==> src/rtl/qam_fifo_reader_if.sv <==
// FIFO read port plus ready/valid output stream of the QAM FIFO reader.
// The master modport is the reader's view; slave is the FIFO/sink side.
interface qam_fifo_reader_if #(
  parameter int unsigned DATA_W = 10
);
  logic              fifo_empty;
  logic [DATA_W-1:0] fifo_read_data;
  logic              fifo_read_enable;
  logic              out_valid;
  logic              out_ready;
  logic [DATA_W-1:0] out_data;

  modport master (
    input  fifo_empty,
    input  fifo_read_data,
    input  out_ready,
    output fifo_read_enable,
    output out_valid,
    output out_data
  );

  modport slave (
    output fifo_empty,
    output fifo_read_data,
    output out_ready,
    input  fifo_read_enable,
    input  out_valid,
    input  out_data
  );
endinterface

==> src/rtl/qam_fifo_reader.sv <==
// Pulls words from a synchronous FIFO (one-cycle read latency) into a 2-entry
// skid buffer and presents them on a registered ready/valid stream.
module qam_fifo_reader #(
  parameter int unsigned DATA_W = 10,
  parameter int unsigned CNT_W  = 16
) (
  input  logic                clk,
  input  logic                rst,
  input  logic                enable,
  qam_fifo_reader_if.master   bus,
  output logic                busy,
  output logic [CNT_W-1:0]    word_count
);

  typedef enum logic [1:0] {StIdle, StRun, StDrain} state_e;

  state_e                       state_q, state_d;
  logic                         inflight_q, inflight_d;
  logic [1:0]                   occ_q, occ_d;
  logic [1:0][DATA_W-1:0]       buf_q, buf_d;
  logic [CNT_W-1:0]             count_q, count_d;
  logic                         rd_en;
  logic                         capture;
  logic                         xfer;

  // Occupancy plus the outstanding read bounds the buffer at two entries.
  always_comb begin
    rd_en   = (state_q == StRun) && !bus.fifo_empty &&
              (({1'b0, occ_q} + {2'b00, inflight_q}) < 3'd2);
    capture = inflight_q;
    xfer    = (occ_q != 2'd0) && bus.out_ready;
  end

  always_comb begin
    state_d = state_q;
    unique case (state_q)
      StIdle:  if (enable) state_d = StRun;
      StRun:   if (!enable) state_d = StDrain;
      StDrain: begin
        if (enable) begin
          state_d = StRun;
        end else if (!inflight_q && (occ_q == 2'd0)) begin
          state_d = StIdle;
        end
      end
      default: state_d = StIdle;
    endcase
  end

  // Pop first, then append the captured word behind whatever remains.
  always_comb begin
    buf_d      = buf_q;
    occ_d      = occ_q;
    inflight_d = rd_en;
    count_d    = count_q;
    if (xfer) begin
      buf_d[0] = buf_q[1];
      occ_d    = occ_q - 2'd1;
      count_d  = count_q + {{(CNT_W-1){1'b0}}, 1'b1};
    end
    if (capture) begin
      if (occ_d == 2'd0) begin
        buf_d[0] = bus.fifo_read_data;
      end else begin
        buf_d[1] = bus.fifo_read_data;
      end
      occ_d = occ_d + 2'd1;
    end
  end

  always_ff @(posedge clk) begin
    if (rst) begin
      state_q    <= StIdle;
      inflight_q <= 1'b0;
      occ_q      <= 2'd0;
      buf_q      <= '0;
      count_q    <= '0;
    end else begin
      state_q    <= state_d;
      inflight_q <= inflight_d;
      occ_q      <= occ_d;
      buf_q      <= buf_d;
      count_q    <= count_d;
    end
  end

  always_comb begin
    bus.fifo_read_enable = rd_en;
    bus.out_valid        = (occ_q != 2'd0);
    bus.out_data         = buf_q[0];
    busy                 = (state_q != StIdle);
    word_count           = count_q;
  end

endmodule

==> src/flat_wrapper.sv <==
// flat-port wrapper written by rule: the top's interface ports become plain ports
module qam_fifo_reader_flat 
#(
  parameter int unsigned DATA_W = 10,
  parameter int unsigned CNT_W  = 16
)
  (clk, rst, enable, busy, word_count, bus_fifo_empty, bus_fifo_read_data, bus_out_ready, bus_fifo_read_enable, bus_out_valid, bus_out_data);
  qam_fifo_reader_if #(.DATA_W(DATA_W)) bus_i ();
  input  logic clk;
  input  logic rst;
  input  logic enable;
  output logic busy;
  output logic [CNT_W-1:0] word_count;
  input wire logic [$bits(bus_i.fifo_empty)-1:0] bus_fifo_empty;
  input wire logic [$bits(bus_i.fifo_read_data)-1:0] bus_fifo_read_data;
  input wire logic [$bits(bus_i.out_ready)-1:0] bus_out_ready;
  output wire logic [$bits(bus_i.fifo_read_enable)-1:0] bus_fifo_read_enable;
  output wire logic [$bits(bus_i.out_valid)-1:0] bus_out_valid;
  output wire logic [$bits(bus_i.out_data)-1:0] bus_out_data;
  assign bus_i.fifo_empty = bus_fifo_empty;
  assign bus_i.fifo_read_data = bus_fifo_read_data;
  assign bus_i.out_ready = bus_out_ready;
  assign bus_fifo_read_enable = bus_i.fifo_read_enable;
  assign bus_out_valid = bus_i.out_valid;
  assign bus_out_data = bus_i.out_data;
  qam_fifo_reader #(.DATA_W(DATA_W), .CNT_W(CNT_W)) u_core (.clk(clk), .rst(rst), .enable(enable), .bus(bus_i), .busy(busy), .word_count(word_count));
endmodule
==> config.mk <==
export PLATFORM = sky130hd
export DESIGN_NAME = qam_fifo_reader_flat
export DESIGN_NICKNAME = d
export VERILOG_FILES = /design/src/rtl/qam_fifo_reader_if.sv /design/src/rtl/qam_fifo_reader.sv /design/src/flat_wrapper.sv
export SDC_FILE = /design/constraint.sdc
export NUM_CORES = 1
export LEC_CHECK = 0
export ABC_CLOCK_PERIOD_IN_PS = 2630
export BUFFER_PORTS_ARGS = -buffer_cell sky130_fd_sc_hd__buf_2
export CAP_MARGIN = 20
export CORE_ASPECT_RATIO = 0.8
export CORE_MARGIN = 5
export CORE_UTILIZATION = 40
export DETAILED_ROUTE_END_ITERATION = 10
export GPL_ROUTABILITY_DRIVEN = 0
export PLACE_DENSITY = 0.64
export REMOVE_ABC_BUFFERS = 1
export SLEW_MARGIN = 15
export SYNTH_ARGS = -nofsm -noshare
export SYNTH_HDL_FRONTEND = slang
export SYNTH_SLANG_ARGS = --single-unit
==> constraint.sdc <==
create_clock -name clk -period 2.63 [get_ports clk]
set_clock_uncertainty 0.1 [all_clocks]
set_input_delay 0.3945 -clock clk [delete_from_list [all_inputs] [get_ports clk]]
set_output_delay 0.3945 -clock clk [all_outputs]
set_load 0.005 [all_outputs]
== Word-level counts from Yosys, hierarchy flattened ==
Cells that the tools add are included.

* Add/subtract/negate cells: 4
* Order comparisons: 1
* Equal/unequal tests: 5
* Muxes and demuxes: 10
* Bitwise logic cells: 1
* Reductions and logical operators: 13

{| class="wikitable"
|+ Operators by type and width
! cell !! count
|-
| $mux W10 || 3
|-
| $add A16 B1 Y16 const B || 1
|-
| $mux W2 || 6
|-
| $logic_not A2 Y1 || 3
|-
| $pmux W2 S3 || 1
|-
| $logic_and A1 B1 Y1 || 4
|-
| $ne A2 B2 Y1 const B || 2
|-
| $reduce_bool A2 Y1 || 2
|-
| $add A2 B1 Y3 || 1
|-
| $lt A3 B2 Y1 const B || 1
|-
| $ne A3 B2 Y1 const B || 1
|-
| $reduce_and A3 Y1 || 1
|-
| $add A2 B1 Y2 const B || 1
|-
| $eq A2 B1 Y1 const B || 1
|-
| $eq A2 B2 Y1 const B || 1
|-
| $logic_not A1 Y1 || 2
|-
| $reduce_and A2 Y1 || 1
|-
| $sub A2 B1 Y2 const B || 1
|-
| $not A1 Y1 || 1
|}

* Bits in registers: 41
* Bits of input ports: 15
* Logic and storage cells: 40

== Longest topological paths before layout ==
* Depth after elaboration: 6
* Depth in mapped cells: 11

== Worst setup path before layout ==
Ideal clock, no wire load.

* Path kind: register to register
* From: reg u_core.occ_q[0]
* To: reg u_core.buf_q (netlist bit u_core.bus.out_data[0])
* Setup time: 0.091 ns
* Arrival time: 1.846 ns
* Data required time: 2.439 ns
* Path slack: 0.593 ns
* Stages on the path, launching flop included: 11
* Buffers on the path: 2
* Clock period less this slack: 2.037 ns
* Path through: dfxtp_1 > inv_1 > ha_1 > nor2b_1 > clkbuf_1 > xnor2_1 > ha_1 > nand2_1 > clkbuf_1 > nor2_1 > a311oi_1

* Longest elaborated chain between the ends: 6
* Elaborated cells on any way between the ends: 8

{| class="wikitable"
|+ Ends and longest elaborated chain
! what !! line !! RTL
|-
| from (decl) || qam_fifo_reader.sv:19 || <nowiki>logic [1:0] occ_q, occ_d;</nowiki>
|-
| from (signal assigned) || qam_fifo_reader.sv:75 || <nowiki>occ_q <= 2'd0;</nowiki>
|-
| from (signal assigned) || qam_fifo_reader.sv:81 || <nowiki>occ_q <= occ_d;</nowiki>
|-
| parallel branches: the longest is 5 deep, another holds $sub A2 B1 Y2 || n/a ||
|-
| $mux W10 (*) || qam_fifo_reader.sv:61 || <nowiki>if (capture) begin</nowiki>
|-
| to (signal assigned) || qam_fifo_reader.sv:82 || <nowiki>buf_q <= buf_d;</nowiki>
|-
| to (decl) || qam_fifo_reader.sv:20 || <nowiki>logic [1:0][DATA_W-1:0] buf_q, buf_d;</nowiki>
|}

Mark *: on every way between the ends.
A chain may end at the register's enable or synchronous reset.

== Worst setup path after layout ==
* From: reg u_core.occ_q[0]
* To: reg u_core.buf_q[14] in the netlist's numbering

* Longest elaborated chain between the ends: 6
* Elaborated cells on any way between the ends: 7

{| class="wikitable"
|+ Ends and longest elaborated chain
! what !! line !! RTL
|-
| parallel branches: the longest is 2 deep, another holds $sub A2 B1 Y2 || n/a ||
|-
| $mux W2 (*) || qam_fifo_reader.sv:56 || <nowiki>if (xfer) begin</nowiki>
|-
| $logic_not A2 Y1 (*) || qam_fifo_reader.sv:62 || <nowiki>if (occ_d == 2'd0) begin</nowiki>
|-
| $not A1 Y1 (no line) (*) || n/a ||
|-
| $reduce_and A2 Y1 (no line) (*) || n/a ||
|}

Marks and branches as above.

==> reports/qor.yml <==
run_status:
  status: "completed"
floorplan:
  coreArea_um2: 4570
  initial_core_util_pct: 41.3
  io-pin-count: 44
  die_h_um: 71.5
  die_width_um: 86.8
  rows: 22
  die-area_um2: 6210
setup_path:
  cpPeakStageDelay_ns: 0.37
  crit_type: "flop to flop"
  arrival_ns: 2.28
  reg2reg_setup_slack_ns: 0.48
  crit_fanout: 10
  cp_num_buf_inv: 1
  crit_path_end_kind: "flop"
  crit_required_ns: 2.76
  worst_path_dominant_cell_family: "simple AND/OR/NAND/NOR gates"
  cpMaxStageDelayCell: "dfxtp_1"
  crit_chain: "inv_1, ha_1, nor2b_1, xnor2_1, ha_1, nand2b_1, nand2_1, a21oi_1"
  worstSetupStartpointType: "flop"
  crit_top_cell: "ha_1"
final_layout:
  diodes: 0
  fin_nets: 281
  drive_above_1_share_pct: 25.0
  area_delta_synth_final_pct: 15.4
global_routing:
  antenna_found_initial: 0
  overflow: 0
  grt_pass1_vias: 1404
  grt_pass1_wl_um: 6380
  grt_max_degree: 26
  grtUsageTotal_pct: 12.7
yosys:
  synthFlopType: "dfxtp_1"
  ys_async_sr_fraction_pct: 0
  ys_warn_count: 0
  synth.distinct_cells: 38
  yosys-top-cells-area: "dfxtp_1 (43%), nand2_1 (9.9%), a21oi_1 (4.8%)"
  synth-edff-count: 0
  synthCells: 228
  ys_seq_area_share_pct: 43.4
  avgSynthCellArea_um2: 8.29
  synth.largest_area_cell: "dfxtp_1"
  synth_top_area_share_pct: 43.4
  ys_ff_latch: 41
  netlist_area_um2: 1890
clock_tree:
  cts_buffers: 5
  clock-sinks: 41
  cts_setup_buffers: 0
  cts_tree: "yes"
  holdBufCountCts: 0
  cts_buffer_depth: 2
  worstSkewPairLatency_ns: 0.29
  cts_root_buffer: "clkbuf_8"
  path_clk_slew_ns: 0.08
  cts-resized-gates: 0
  cts.htree.levels: 2
timing:
  final.min_clock_period_ns: 2.15
  hold_violations: 0
  fin_ws_ns: 0.484
  setup_viol: 0
  fmaxAchievable_mhz: 466
  timing.hold.ws_ns: 0.168
  tns_ns: 0
  max_slew.worst_pin.slew_ns: 0.469
  post-route-period-util_pct: 81.6
  relSlewSlack_pct: 67.9
  slew_viol_final: 0
  grt_setup_unrepaired: "no"
detailed_routing:
  viasPerCell: 4.82
  ant_nets: 0
  wl_um: 3840
  first_pass_iters: 4
  wire_per_inst_um: 11.9
  num_vias: 1562
  drtIter0Drc: 30
  drcViolationCount: 0
placed_design:
  port_buffers: 43
  hpwl_um: 2830
  place_ws_ns: 0.515
power:
  vdd_ir_drop_max_v: 0.000277
  p_per_area_nw_per_um2: 611
  switchingPower_mw: 0.379
  p_sw_share_pct: 28.5
  internal_power_mw: 0.952
  p_comb_share_pct: 18.9
  leakagePower_nw: 0.897
  p_clk_share_pct: 30.5
  seqPwrFrac_pct: 50.6
flow_run:
  drv_cap: 0
min_path:
  hp-class: "primary input to flop"
## cell type report
class                      instances  area, um^2
fill                             460        2390
multi-input combinational        157         900
tap                               60        75.1
clock buffer                       5        68.8
clock inverter                     3        17.5
timing repair buffer              50         268
inverter                           8        30.0
sequential                        41         821
## cells by family (layout without fill, tap and decap cells)
kind of cell	Yosys count	after routing	synth area share [%]
AO/OA/AOI/OAI	38	38	13.3
AND/OR/NAND/NOR	105	105	27.2
flip-flops	41	41	43.4
adder cells (fa/ha/maj)	3	3	1.99
buffers and inverters	30	66	8.94
XOR/XNOR	11	11	5.10
## per-layer routing
metal  wire (um)  GRT usage, %
met1        1930          17.5
met2        1650          18.8
met3         227          4.14
met4          39          3.63
met5           0             0
## synth_stat cells (2+ instances only)
| cell | n |
|---|---|
| dfxtp_1 | 41 |
| nor3_1 | 3 |
| xor2_1 | 7 |
| nor2b_1 | 3 |
| or4_1 | 2 |
| buf_4 | 10 |
| or2_2 | 2 |
| inv_1 | 8 |
| nand3_1 | 4 |
| o21ai_0 | 2 |
| xnor2_1 | 4 |
| clkbuf_1 | 9 |
| ha_1 | 3 |
| a311oi_1 | 10 |
| a21oi_1 | 18 |
| nand2_1 | 50 |
| a211oi_1 | 2 |
| nand4_1 | 4 |
| nand2b_1 | 4 |
| nor2_1 | 24 |
## cell usage in the layout (no fill, tap or decap), types with 2 or more instances in the layout
cell      netlist  layout
or2_2           2       2
xor2_1          7       7
nand4_1         4       4
clkbuf_8        1       5
xnor2_1         4       4
clkinv_2        0       2
inv_1           8       8
nor2b_1         3       3
buf_4          10       7
o21ai_0         2       2
a211oi_1        2       2
a21oi_1        18      18
dfxtp_1        41      41
or4_1           2       2
buf_2           1      43
nor3_1          3       3
nand2b_1        4       4
nand3_1         4       4
nand2_1        50      50
a311oi_1       10      10
ha_1            3       3
nor2_1         24      24
## power groups by stage
stage | Combinational [mW] | Clock (mW) | Sequential, mW
6_report | 0.252 | 0.406 | 0.674
5_1_grt | 0.292 | 0.447 | 0.678
4_1_cts | 0.255 | 0.422 | 0.674
3_5_place_dp | 0.253 | 0 | 0.689
3_3_place_gp | 0.255 | 0 | 0.688
2_1_floorplan | 0.150 | 0 | 0.687
## flip-flops by register name, summed over array words and instances (netlist names)
register and cells:
u_core.capture 1, u_core.buf_q 10, u_core.occ_q 2, u_core.bus.out_data 10, u_core.word_count 16, u_core.state_q 2
## worst paths after layout
path                                  startpoint           endpoint  depth (start not counted)
worst min-delay path                      enable  u_core.state_q[1]                          2
worst max register to register   u_core.occ_q[0]   u_core.buf_q[14]                          8
worst max-delay path             u_core.occ_q[0]   u_core.buf_q[14]                          8
worst min register to register  u_core.buf_q[18]   u_core.buf_q[18]                          2
## metrics by stage
| stage | instance area [um^2] | utilization (%) | power [mW] | std cells |
|---|---|---|---|---|
| finish | 2180 | 47.7 | 1.33 | 324 |
| floorplan | 1750 | - | 0.837 | 206 |
| CTS | 2180 | 47.7 | 1.35 | 324 |
| detailed placement | 2090 | 45.8 | 0.942 | 316 |
| global placement | 2090 | 45.8 | 0.943 | 316 |
| global route | 2180 | 47.7 | 1.42 | 324 |
(Power assumes the default switching activity.)
